### config.mk
export PLATFORM = sky130hd
export DESIGN_NAME = bitwise_logic_unit
export DESIGN_NICKNAME = d
export VERILOG_FILES = /design/src/rtl/bitwise_logic_unit.sv
export SDC_FILE = /design/constraint.sdc
export NUM_CORES = 1
export LEC_CHECK = 0
export ABC_AREA = 1
export BUFFER_PORTS_ARGS = -buffer_cell sky130_fd_sc_hd__clkbuf_2
export CAP_MARGIN = 0
export CORE_MARGIN = 2
export CORE_UTILIZATION = 45
export CTS_BUF_LIST = sky130_fd_sc_hd__clkbuf_4 sky130_fd_sc_hd__clkbuf_8 sky130_fd_sc_hd__clkbuf_16
export CTS_CLUSTER_SIZE = 14
export DETAILED_ROUTE_END_ITERATION = 7
export PLACE_DENSITY = 0.77
export REMOVE_ABC_BUFFERS = 1
export SLEW_MARGIN = 0
export SYNTH_ARGS = -nofsm -noshare
export SYNTH_HDL_FRONTEND = slang
export SYNTH_SLANG_ARGS = --single-unit
### constraint.sdc
create_clock -name clk -period 1.85 [get_ports clk]
set_input_delay 0 -clock clk [delete_from_list [all_inputs] [get_ports clk]]
set_output_delay 0 -clock clk [all_outputs]
set_load 0.02 [all_outputs]
### src/rtl/bitwise_logic_unit.sv
`default_nettype none
// ============================================================================
// Module   : bitwise_logic_unit
// Purpose  : Registered bitwise logic unit. It computes one of eight bitwise
//            functions on two WIDTH-bit operands. One of these is an
//            accumulating AND that keeps a running mask across transactions.
//            The result goes into a one-deep output register that uses
//            valid/ready handshaking. Zero, all-ones and parity flags are
//            registered together with the result.
// Ports    : clk, rst            - clock, synchronous active-high reset
//            in_valid/in_ready   - operand handshake (in_ready is combinational)
//            op, x, y            - function select and operands
//            acc_clr             - restore accumulator to all-ones
//            out_valid/out_ready - result handshake
//            result, flag_*      - registered result and status flags
//            acc                 - current accumulator value
// Revision : 1.0 - initial release
// ============================================================================
module bitwise_logic_unit #(
    parameter int WIDTH = 4
) (
    input  logic             clk,
    input  logic             rst,
    input  logic             in_valid,
    output logic             in_ready,
    input  logic [2:0]       op,
    input  logic [WIDTH-1:0] x,
    input  logic [WIDTH-1:0] y,
    input  logic             acc_clr,
    output logic             out_valid,
    input  logic             out_ready,
    output logic [WIDTH-1:0] result,
    output logic             flag_zero,
    output logic             flag_ones,
    output logic             flag_par,
    output logic [WIDTH-1:0] acc
);

    localparam logic [WIDTH-1:0] C_ONES   = {WIDTH{1'b1}};
    localparam logic [2:0]       C_OP_ACC = 3'd7;

    logic             valid_q;
    logic [WIDTH-1:0] result_q;
    logic             zero_q;
    logic             ones_q;
    logic             par_q;
    logic [WIDTH-1:0] acc_q;

    logic             accept_w;
    logic [WIDTH-1:0] acc_eff_w;
    logic [WIDTH-1:0] result_d;
    logic [WIDTH-1:0] acc_d;

    // The slot frees up in the same cycle the consumer drains it.
    assign in_ready  = !valid_q || out_ready;
    assign accept_w  = in_valid && in_ready;

    // When acc_clr arrives together with an ACC op, the new mask is used.
    assign acc_eff_w = acc_clr ? C_ONES : acc_q;

    always_comb begin
        result_d = '0;
        case (op)
            3'd0:    result_d = x & y;
            3'd1:    result_d = x | y;
            3'd2:    result_d = x ^ y;
            3'd3:    result_d = ~(x & y);
            3'd4:    result_d = ~(x | y);
            3'd5:    result_d = ~(x ^ y);
            3'd6:    result_d = ~x;
            default: result_d = acc_eff_w & x;
        endcase
    end

    // A clear without an accepted ACC op still restores all-ones.
    always_comb begin
        acc_d = acc_q;
        if (accept_w && (op == C_OP_ACC)) begin
            acc_d = acc_eff_w & x;
        end else if (acc_clr) begin
            acc_d = C_ONES;
        end
    end

    always_ff @(posedge clk) begin
        if (rst) begin
            valid_q  <= 1'b0;
            result_q <= '0;
            zero_q   <= 1'b1;
            ones_q   <= 1'b0;
            par_q    <= 1'b0;
            acc_q    <= C_ONES;
        end else begin
            acc_q <= acc_d;
            if (accept_w) begin
                valid_q  <= 1'b1;
                result_q <= result_d;
                zero_q   <= (result_d == '0);
                ones_q   <= (result_d == C_ONES);
                par_q    <= ^result_d;
            end else if (out_ready) begin
                valid_q  <= 1'b0;
            end
        end
    end

    assign out_valid = valid_q;
    assign result    = result_q;
    assign flag_zero = zero_q;
    assign flag_ones = ones_q;
    assign flag_par  = par_q;
    assign acc       = acc_q;

endmodule
`default_nettype wire

; After elaboration in Yosys (flattened, before gate mapping)
; Cells that the tools add are included.
[word_totals]
output_inout_bits = 13
reg_bits = 12
in_bits = 16
[classes]
muxes = 5
bitwise_logic = 8
reduce_logical = 8
n_eq_ne = 8
[ops]
columns = cell, count
row1 = $pmux W4 S7, 1
row2 = $not A4 Y4, 4
row3 = $eq A3 B3 Y1 const B, 4
row4 = $and A4 B4 Y4, 2
row5 = $mux W4, 2
row6 = $eq A3 B2 Y1 const B, 2
row7 = $eq A4 B4 Y1 const B, 1
row8 = $logic_not A4 Y1, 1
row9 = $or A4 B4 Y4, 1
row10 = $reduce_xor A4 Y1, 1
row11 = $xor A4 B4 Y4, 1
row12 = $eq A3 B1 Y1 const B, 1
row13 = $logic_not A3 Y1, 1
row14 = $logic_and A1 B1 Y1, 2
row15 = $mux W1, 2
row16 = $reduce_bool A2 Y1, 1
row17 = $logic_not A1 Y1, 1
row18 = $logic_or A1 B1 Y1, 1

; Longest topological paths before layout
; Gate-level depths: netlist of the first run.
[logic_depth]
word_depth = 5
ltp_mapped = 11

; Least setup slack after synthesis of the first run
; Ideal clock, no wire load.
[synth_timing]
path_type = reg-to-reg
start = reg acc_q[2], in the netlist acc[2]
end = reg par_q, in the netlist flag_par
required_ps = 1731
t_arrival_ps = 1254
setup_time_ps = 119
stages_incl_launch_ff = 9
period_less_slack_ps = 1374
slack_ps = 476
path_cell_list = dfxtp_1 nor2_1 nor2_1 nand2_1 nand3_2 inv_1 ha_1 xnor2_1 a21oi_1
[synth_between]
elab_chain_len = 4
[synth_rtl]
columns = element, line
row1 = start: declaration, 47  ; logic [WIDTH-1:0] acc_q;
row2 = start signal: assignment, 92  ; acc_q <= C_ONES;
row3 = start signal: assignment, 94  ; acc_q <= acc_d;
row4 = $mux W4, -
row5 = $and A4 B4 Y4, 71  ; default: result_d = acc_eff_w & x;
row6 = $pmux W4 S7, 63  ; case (op)
row7 = net result_d[2], 51  ; logic [WIDTH-1:0] result_d;
row8 = $reduce_xor A4 Y1, 100  ; par_q <= ^result_d;
row9 = end signal: assignment, 100
row10 = end: declaration, 46  ; logic par_q;
; The timed path passes the listed nets, and every way through them passes these cells.
; A chain may end at the register's enable or synchronous reset.

; Worst setup path after layout of the first run
[layout_timing]
start = in x[0]
end = reg par_q, in the netlist flag_par
[layout_between]
elab_chain_len = 4
[layout_rtl]
columns = element, line
row1 = start: declaration, 27  ; input logic [WIDTH-1:0] x,
row2 = "$xor A4 B4 Y4, or another cell as far along", "66, 69"
row3 = "$not A4 Y4, on equally long branches", "69, 67, 68"
row4 = $pmux W4 S7 *, 63
row5 = net result_d[0], 51
row6 = $reduce_xor A4 Y1 *, 100
; The timed path passes the listed nets; every way through them passes the cells marked *.

==> summary by stage, run 1 <==
Run status
The flow ran to the end, and the final reports show no timing, DRC or antenna violations.

Critical path
The launching point of the worst reg2reg path is acc[1]. The worst setup path is captured at a flop. In this run the critical register-to-register path is captured at flag_par. In this run the worst setup path begins at x[0].

The data arrival time of the critical path is 1940 ps. In this run the register-to-register setup slack is 470 ps. The worst setup path is launched from an input pin. The required time at the worst-slack endpoint is 2020 ps. Following the worst setup path forward leads to its endpoint at flag_par. The logic depth of the worst register-to-register path is 8. Of all nets on the critical path, the largest fanout is 4. The setup path with the least slack is of type in -> reg.

Global routing
Across every metal layer, demand over resource in global routing totals 0.188. The first global-routing pass estimated 4030 um of wire. The largest net degree at the start of global routing is 14.

The initial antenna violation count is 0. The via count of the first global-routing pass came to 1,009. The leftover overflow at the end of global routing is 0.

Final layout
In the final layout, the share of cells above drive strength 1 is 0.296. The net count of the finished layout is 215. Relative to the synthesized area, the layout overhead comes to 17.9%. After filler insertion, the fill cell instance count of the layout stands at 218.

The register area is 240 sq um. The area of the multi-input gates is 732 sq um. 0 antenna diodes ended up in the layout. After routing the design area is 1310 sq um.

Die
After floorplanning, the core was sized to cover 2410 sq um. The number of core rows is 18. The floorplan step defined a die boundary enclosing 2890 sq um. In this run the horizontal extent of the chip is 53.7 um. The height of the die is 53.7 um.

The effective utilization at floorplan is 0.462. 29 I/O pins were placed.

Timing
The clock period could shrink to 1770 ps. Measured against its own limit, the worst slew margin works out to 0.744. The actual transition at the worst max-transition pin is 384 ps. Setup repair after global routing left no endpoint under its margin. In the finished design, the share of the clock period the worst path needs comes to 0.955. Static timing analysis puts the maximum clock frequency at 566 MHz. The post-route clock skew is 8.01 ps. The final hold violation count is 0. After routing, the total negative slack on setup checks comes to 0 ps. Setup violations remaining at the end of the flow were counted as 0. The max-slew violation total from the final report is 0.

Routing
The total wire length after detailed routing is 2520 um. The average routed wire per standard cell is 11.6 um. For this block, the initial DRC count from the detailed router was 25.

The total number of vias is 1,102. Before antenna repair, the detailed router went through 5 iterations. For this run, design rule violations remaining after detail routing come to 0. The count of nets left with antenna violations once routing finished came out at 0. In the routed layout, each cell is associated on average with a via count of 5.10.

Clock tree
The depth of the CTS H-tree is 1. The number of clock buffers inserted by TritonCTS is 3. Clock tree synthesis found a total of 12 sinks. Clock-pin slew was measured on the worst setup and hold paths at 80 ps. The clock tree root buffer cell is sky130_fd_sc_hd__clkbuf_4. For the worst-skew pair, the clock arrives at the later sink with an insertion delay of 270 ps.

TritonCTS built the clock tree. The number of buffers on the longest clock path is 2.

Logic synthesis
The post-synthesis compound-gate area fraction is 0.0584. The cell area after synthesis is 1110 sq um. After synthesis the netlist holds a flip-flop and latch count of 12.

A synthesized cell averages 7.14 sq um. Of the total synthesized cell area, the portion taken by XOR and XNOR cells is 0.00787. The number of distinct standard cells referenced by the synthesized netlist is 22. For this run, the number of Yosys warnings is 0. The part of the Yosys area used for sequential elements is 0.216. The largest family of logic cells by synthesized area is simple AND/OR/NAND/NOR gates. The share of synthesized cell area in and, or, nand and nor gates is 0.454. The portion of netlist area occupied by mux cells is 0. The adder-cell area share of the yosys netlist is 0.135.

The cell count after synthesis came out at 156.

Placement
The count of port buffers added during placement is 28. The global placer's final weighted congestion is 0.861. Summed over all nets, the half-perimeter wirelength after detailed placement is 2000 um.

The placed instances occupy a cell area of 1250 sq um.

Power
Overall power consumption after layout is estimated at 749 uW. Dividing total power by cell area gives a power density of 571 nW/um^2. The worst supply voltage drop on vdd is 0.000592 V.

The leakage power is 0.000716 uW.

Flow run
Max-cap violations in this run came to 0.

Hold path
The min-delay analysis places its worst path in the category in -> reg.
==> through the flow <==
| step | hold slack (ps) | std cells | util | worst slack [ps] |
|---|---|---|---|---|
| 2_1_floorplan | 69.1 | 152 | - | 476 |
| 3_3_place_gp | 206 | 210 | 0.520 | 280 |
| 3_5_place_dp | 210 | 210 | 0.520 | 228 |
| 4_1_cts | 4.83 | 216 | 0.544 | 52.0 |
| 5_1_grt | 16.3 | 216 | 0.545 | 19.8 |
| 6_report | 2.77 | 216 | 0.545 | 83.4 |
==> state kept, by name (all words and copies together) (netlist names) <==
register,flops
acc,4
result,4
flag_ones,1
out_valid,1
flag_zero,1
flag_par,1
==> cell usage after synthesis <==
cell,count,area (sq um)
sky130_fd_sc_hd__nor2_1,24,90.1
sky130_fd_sc_hd__nand2_1,23,86.3
sky130_fd_sc_hd__inv_1,22,82.6
sky130_fd_sc_hd__dfxtp_1,12,240
sky130_fd_sc_hd__ha_1,12,150
sky130_fd_sc_hd__nand4_1,12,75.1
sky130_fd_sc_hd__nand3_1,11,55.1
sky130_fd_sc_hd__o21ai_1,5,25.0
sky130_fd_sc_hd__a21oi_1,4,20.0
sky130_fd_sc_hd__nand3_2,4,40.0
sky130_fd_sc_hd__nor2_2,4,25.0
sky130_fd_sc_hd__o21ai_0,4,20.0
sky130_fd_sc_hd__inv_2,3,11.3
sky130_fd_sc_hd__nor2_4,3,33.8
sky130_fd_sc_hd__buf_4,2,15.0
sky130_fd_sc_hd__buf_6,2,22.5
sky130_fd_sc_hd__inv_4,2,12.5
sky130_fd_sc_hd__nand2_4,2,22.5
sky130_fd_sc_hd__nor2_8,2,40.0
sky130_fd_sc_hd__nand2_8,1,20.0
sky130_fd_sc_hd__nand3_4,1,17.5
sky130_fd_sc_hd__xnor2_1,1,8.76
==> layer usage <==
layer / track usage / wire length, um
met4: 0.0983 / 63
met3: 0.0389 / 120
met1: 0.235 / 1100
met5: 0 / 0
met2: 0.301 / 1230
==> kinds of logic (layout without fill, tap and decap cells) <==
| family | count (synthesis) | in the layout |
|---|---|---|
| simple gates | 87 | 87 |
| buf+inv | 31 | 61 |
| compound gates | 13 | 13 |
| fa+ha+maj | 12 | 12 |
| flops | 12 | 12 |
| xor+xnor | 1 | 1 |
==> cell type report <==
type / instances / share of cell area
multi-input combinational: 113 / 0.558
sequential: 12 / 0.183
timing repair buffer: 30 / 0.122
inverter: 27 / 0.0810
tap: 30 / 0.0286
clock buffer: 4 / 0.0276
==> worst min-delay path by stage <==
stage	from	cells past startpoint	end
finish	out_ready	4	out_valid
global route	out_ready	4	out_valid
CTS	out_ready	4	out_valid
detailed placement	rst	2	flag_ones
global placement	rst	2	flag_ones
floorplan	rst	1	flag_ones
==> report_power, final <==
group	leakage [uW]	internal [uW]	total (uW)	switching, uW
clock network	0.0000210	120	207	87.0
logic	0.000596	94.1	259	165
registers	0.0000988	275	284	8.64
total	0.000716	489	749	261
==> critical path, stage by stage <==
cell                            delay [ps]
sky130_fd_sc_hd__dlygate4sd3_1         520
sky130_fd_sc_hd__clkbuf_2              140
sky130_fd_sc_hd__inv_1                  60
sky130_fd_sc_hd__ha_1                  280
sky130_fd_sc_hd__nand4_1               100
sky130_fd_sc_hd__nand2_1                70
sky130_fd_sc_hd__nor2_2                 90
sky130_fd_sc_hd__nand3_2               110
sky130_fd_sc_hd__inv_1                  70
sky130_fd_sc_hd__ha_1                  240
sky130_fd_sc_hd__xnor2_1               170
sky130_fd_sc_hd__a21oi_1                80
==> placed cells by master (no fill, tap or decap), types with 3 or more instances in the layout <==
cell	count
sky130_fd_sc_hd__inv_1	22
sky130_fd_sc_hd__o21ai_0	4
sky130_fd_sc_hd__nand3_1	11
sky130_fd_sc_hd__clkbuf_2	28
sky130_fd_sc_hd__nor2_4	3
sky130_fd_sc_hd__nor2_2	5
sky130_fd_sc_hd__nand2_1	23
sky130_fd_sc_hd__nand3_2	4
sky130_fd_sc_hd__nor2_1	23
sky130_fd_sc_hd__dfxtp_1	12
sky130_fd_sc_hd__inv_2	3
sky130_fd_sc_hd__a21oi_1	4
sky130_fd_sc_hd__clkbuf_4	3
sky130_fd_sc_hd__ha_1	12
sky130_fd_sc_hd__o21ai_1	5
sky130_fd_sc_hd__nand4_1	12
==> repair_timing <==
item	4_1_cts	5_1_grt
endpoints found under the hold margin	4	0
hold buffers	2	0
setup endpoints to repair	0	1
resized for setup	0	1
buffers inserted	0	0
(Power assumes the default switching activity.)
==> inputs of run 2 (changes only) <==
--- a/config.mk
+++ b/config.mk
@@ -9,11 +9,11 @@
 export BUFFER_PORTS_ARGS = -buffer_cell sky130_fd_sc_hd__clkbuf_2
 export CAP_MARGIN = 0
 export CORE_MARGIN = 2
-export CORE_UTILIZATION = 45
+export CORE_UTILIZATION = 50
 export CTS_BUF_LIST = sky130_fd_sc_hd__clkbuf_4 sky130_fd_sc_hd__clkbuf_8 sky130_fd_sc_hd__clkbuf_16
 export CTS_CLUSTER_SIZE = 14
 export DETAILED_ROUTE_END_ITERATION = 7
-export PLACE_DENSITY = 0.77
+export PLACE_DENSITY = 0.83
 export REMOVE_ABC_BUFFERS = 1
 export SLEW_MARGIN = 0
 export SYNTH_ARGS = -nofsm -noshare
==> run 2 against run 1 <==
Net effect:
- routed wire length rose by 6.2%
- clock skew fell by 4.7 ps
- non-clock buffer count rose by 1
- global-route usage rose by 2.2 points
- fmax fell by 3.4%
- critical path type unchanged
- critical endpoint unchanged
- largest power group unchanged
==> summary by stage, run 2 (synthesis gave the netlist of run 1 again) <==
Routing
The number of antenna-violating nets in the routed design is 0. In this run, the number of DRC markers left after iteration 0 of detailed routing was 37. The first detailed-routing pass ran for 4 iterations.

After detailed routing, the number of remaining DRC violations is 0. The average routed wire per standard cell is 12.5 um. The detailed-routed wire length on met2 is 1380 um. The highest routing layer actually used is met4.

The wire length on met1 is 1120 um. The total wire length after detailed routing is 2670 um. The routed wire length on met3 is 142 um.

The number of vias per cell is 5.39. Across all layers, the routed design uses 1,153 vias.

Clock tree
TritonCTS built the clock tree. The insertion delay of the later-clocked pin in the worst-skew pair is 260 ps. In this run, CTS created clock tree buffers numbering 3.

The clock tree root buffer cell is sky130_fd_sc_hd__clkbuf_4. Clock-pin slew was measured on the worst setup and hold paths at 70 ps. The count of clock tree sinks is 12. The longest clock path from root to sink contains 2 buffers.

CTS built an H-tree with a depth of 1.

Timing
The clock period minus final worst setup slack is 1830 ps. The highest clock frequency the design can meet is 547 MHz. The post-route setup TNS is 0 ps. The final hold violation count is 0. The final worst-path cycle share is 0.988. The post-route clock skew is 3.29 ps. The actual transition at the worst max-transition pin is 411 ps. The total setup violations reported at the end of the flow is 0. The max-slew violation total from the final report came to 0. The worst slew margin relative to its limit is 0.726.

Die
From left edge to right edge, the die measures 51.2 um. For this configuration, the core starts out at a cell density of 0.518. The I/O pin total is 29. The area of the placeable core is 2150 sq um.

The height of the die is 51.2 um. The area enclosed by the die boundary is 2620 sq um. Row generation in the floorplan step produced 17 rows.

Power
The worst-case IR drop observed on VDD is 0.000627 V. Dividing total power by cell area gives a power density of 538 nW/um^2. Total power for the finished layout comes to 702 uW.

The analysis attributes to cell leakage a power of 0.000715 uW.

Final layout
The share of post-route cells with drive strength above 1 is 0.296. The register area is 240 sq um. The area of the multi-input gates is 732 sq um. The repair_antennas step left the layout with diodes totalling 0. The leading cell type in the layout, fill and taps excluded is sky130_fd_sc_hd__clkbuf_2. From synthesis to final layout, the design area changed by 17.3%. In the layout the commonest cells are sky130_fd_sc_hd__clkbuf_2 (27), sky130_fd_sc_hd__nand2_1 (23), sky130_fd_sc_hd__nor2_1 (23).

Counting the fill cells in the layout gives 198. The net total in the final layout is 216. The non-filler instance count after layout is 214.

Placement
Once detailed placement completed, the half-perimeter wirelength came to 2040 um. Buffers placed on the I/O ports in this run total 28. Routability-driven placement finished with a final weighted congestion of 0.893. After detailed placement, the design holds a cell count of 209.

Critical path
The register-to-register path setup slack is 470 ps. Of all nets on the critical path, the largest fanout is 4. The required time at the worst-slack endpoint is 2000 ps.

STA classifies the critical path endpoint as a flop. The critical path in this run is classified as in -> reg. The kind of start point of the critical path is an input pin. Data on the critical path arrives at its endpoint at 1980 ps. The logic depth of the worst register-to-register path is 8.

Global routing
In the global route stage, overall resource usage came out at 0.210. The initial antenna violation count was 0. Entering global routing, the biggest net connects 14 pins. The via count of the first global-routing pass is 1,019.

The first global-routing pass estimated 4200 um of wire. Global routing finished with a remaining overflow of 0.

Hold path
The worst hold path passes through 4 cells. The class of the most critical hold timing path is in -> reg.

Run status
The run finished with clean final reports.

Flow run
The reported max-cap violation count is 0.
run 2: layer usage:
layer | up-vias | global-route usage
li1 | 571 | -
met4 | 0 | 0.0811
met5 | - | 0
met1 | 527 | 0.250
met2 | 47 | 0.361
met3 | 8 | 0.0497
run 2: cell type report:
class / count / share of cell area
sequential: 12 / 0.184
clock buffer: 3 / 0.0172
inverter: 27 / 0.0814
multi-input combinational: 113 / 0.560
timing repair buffer: 31 / 0.130
tap: 28 / 0.0268
run 2: timing repair:
| action | CTS | global route |
|---|---|---|
| setup buffers | 0 | 1 |
| endpoints found under the setup margin | 0 | 1 |
| hold endpoints to repair | 4 | 0 |
| gates resized for setup | 0 | 1 |
| hold buffers | 2 | 0 |
run 2: per-stage QoR:
step | util | area [sq um] | hold slack, ps | setup WS, ps
floorplan | - | 1080 | 69.1 | 476
global placement | 0.586 | 1260 | 206 | 336
detailed placement | 0.586 | 1260 | 210 | 269
CTS | 0.606 | 1300 | 19.9 | 56.7
global route | 0.608 | 1310 | 19.0 | -63.0
finish | 0.608 | 1310 | 20.5 | 22.1
run 2: report_power, final:
group | internal [uW] | total (uW) | leakage [uW] | switching (uW)
combinational | 99.4 | 270 | 0.000602 | 170
clock | 75.1 | 149 | 0.0000138 | 73.4
sequential | 275 | 284 | 0.0000988 | 8.98
run 2: worst max-delay path, stage by stage:
cell	delay, ps
sky130_fd_sc_hd__dlygate4sd3_1	590
sky130_fd_sc_hd__inv_1	70
sky130_fd_sc_hd__ha_1	310
sky130_fd_sc_hd__nand4_1	130
sky130_fd_sc_hd__nand2_1	90
sky130_fd_sc_hd__nor2_2	110
sky130_fd_sc_hd__nand3_2	100
sky130_fd_sc_hd__inv_1	70
sky130_fd_sc_hd__ha_1	230
sky130_fd_sc_hd__xnor2_1	180
sky130_fd_sc_hd__a21oi_1	80
run 2: final timing paths:
| check | end | from |
|---|---|---|
| worst min-delay path | out_valid | out_ready |
| worst max-delay path | flag_par | x[0] |
| worst min register to register | flag_zero | flag_zero |
| worst max register to register | flag_par | acc[3] |
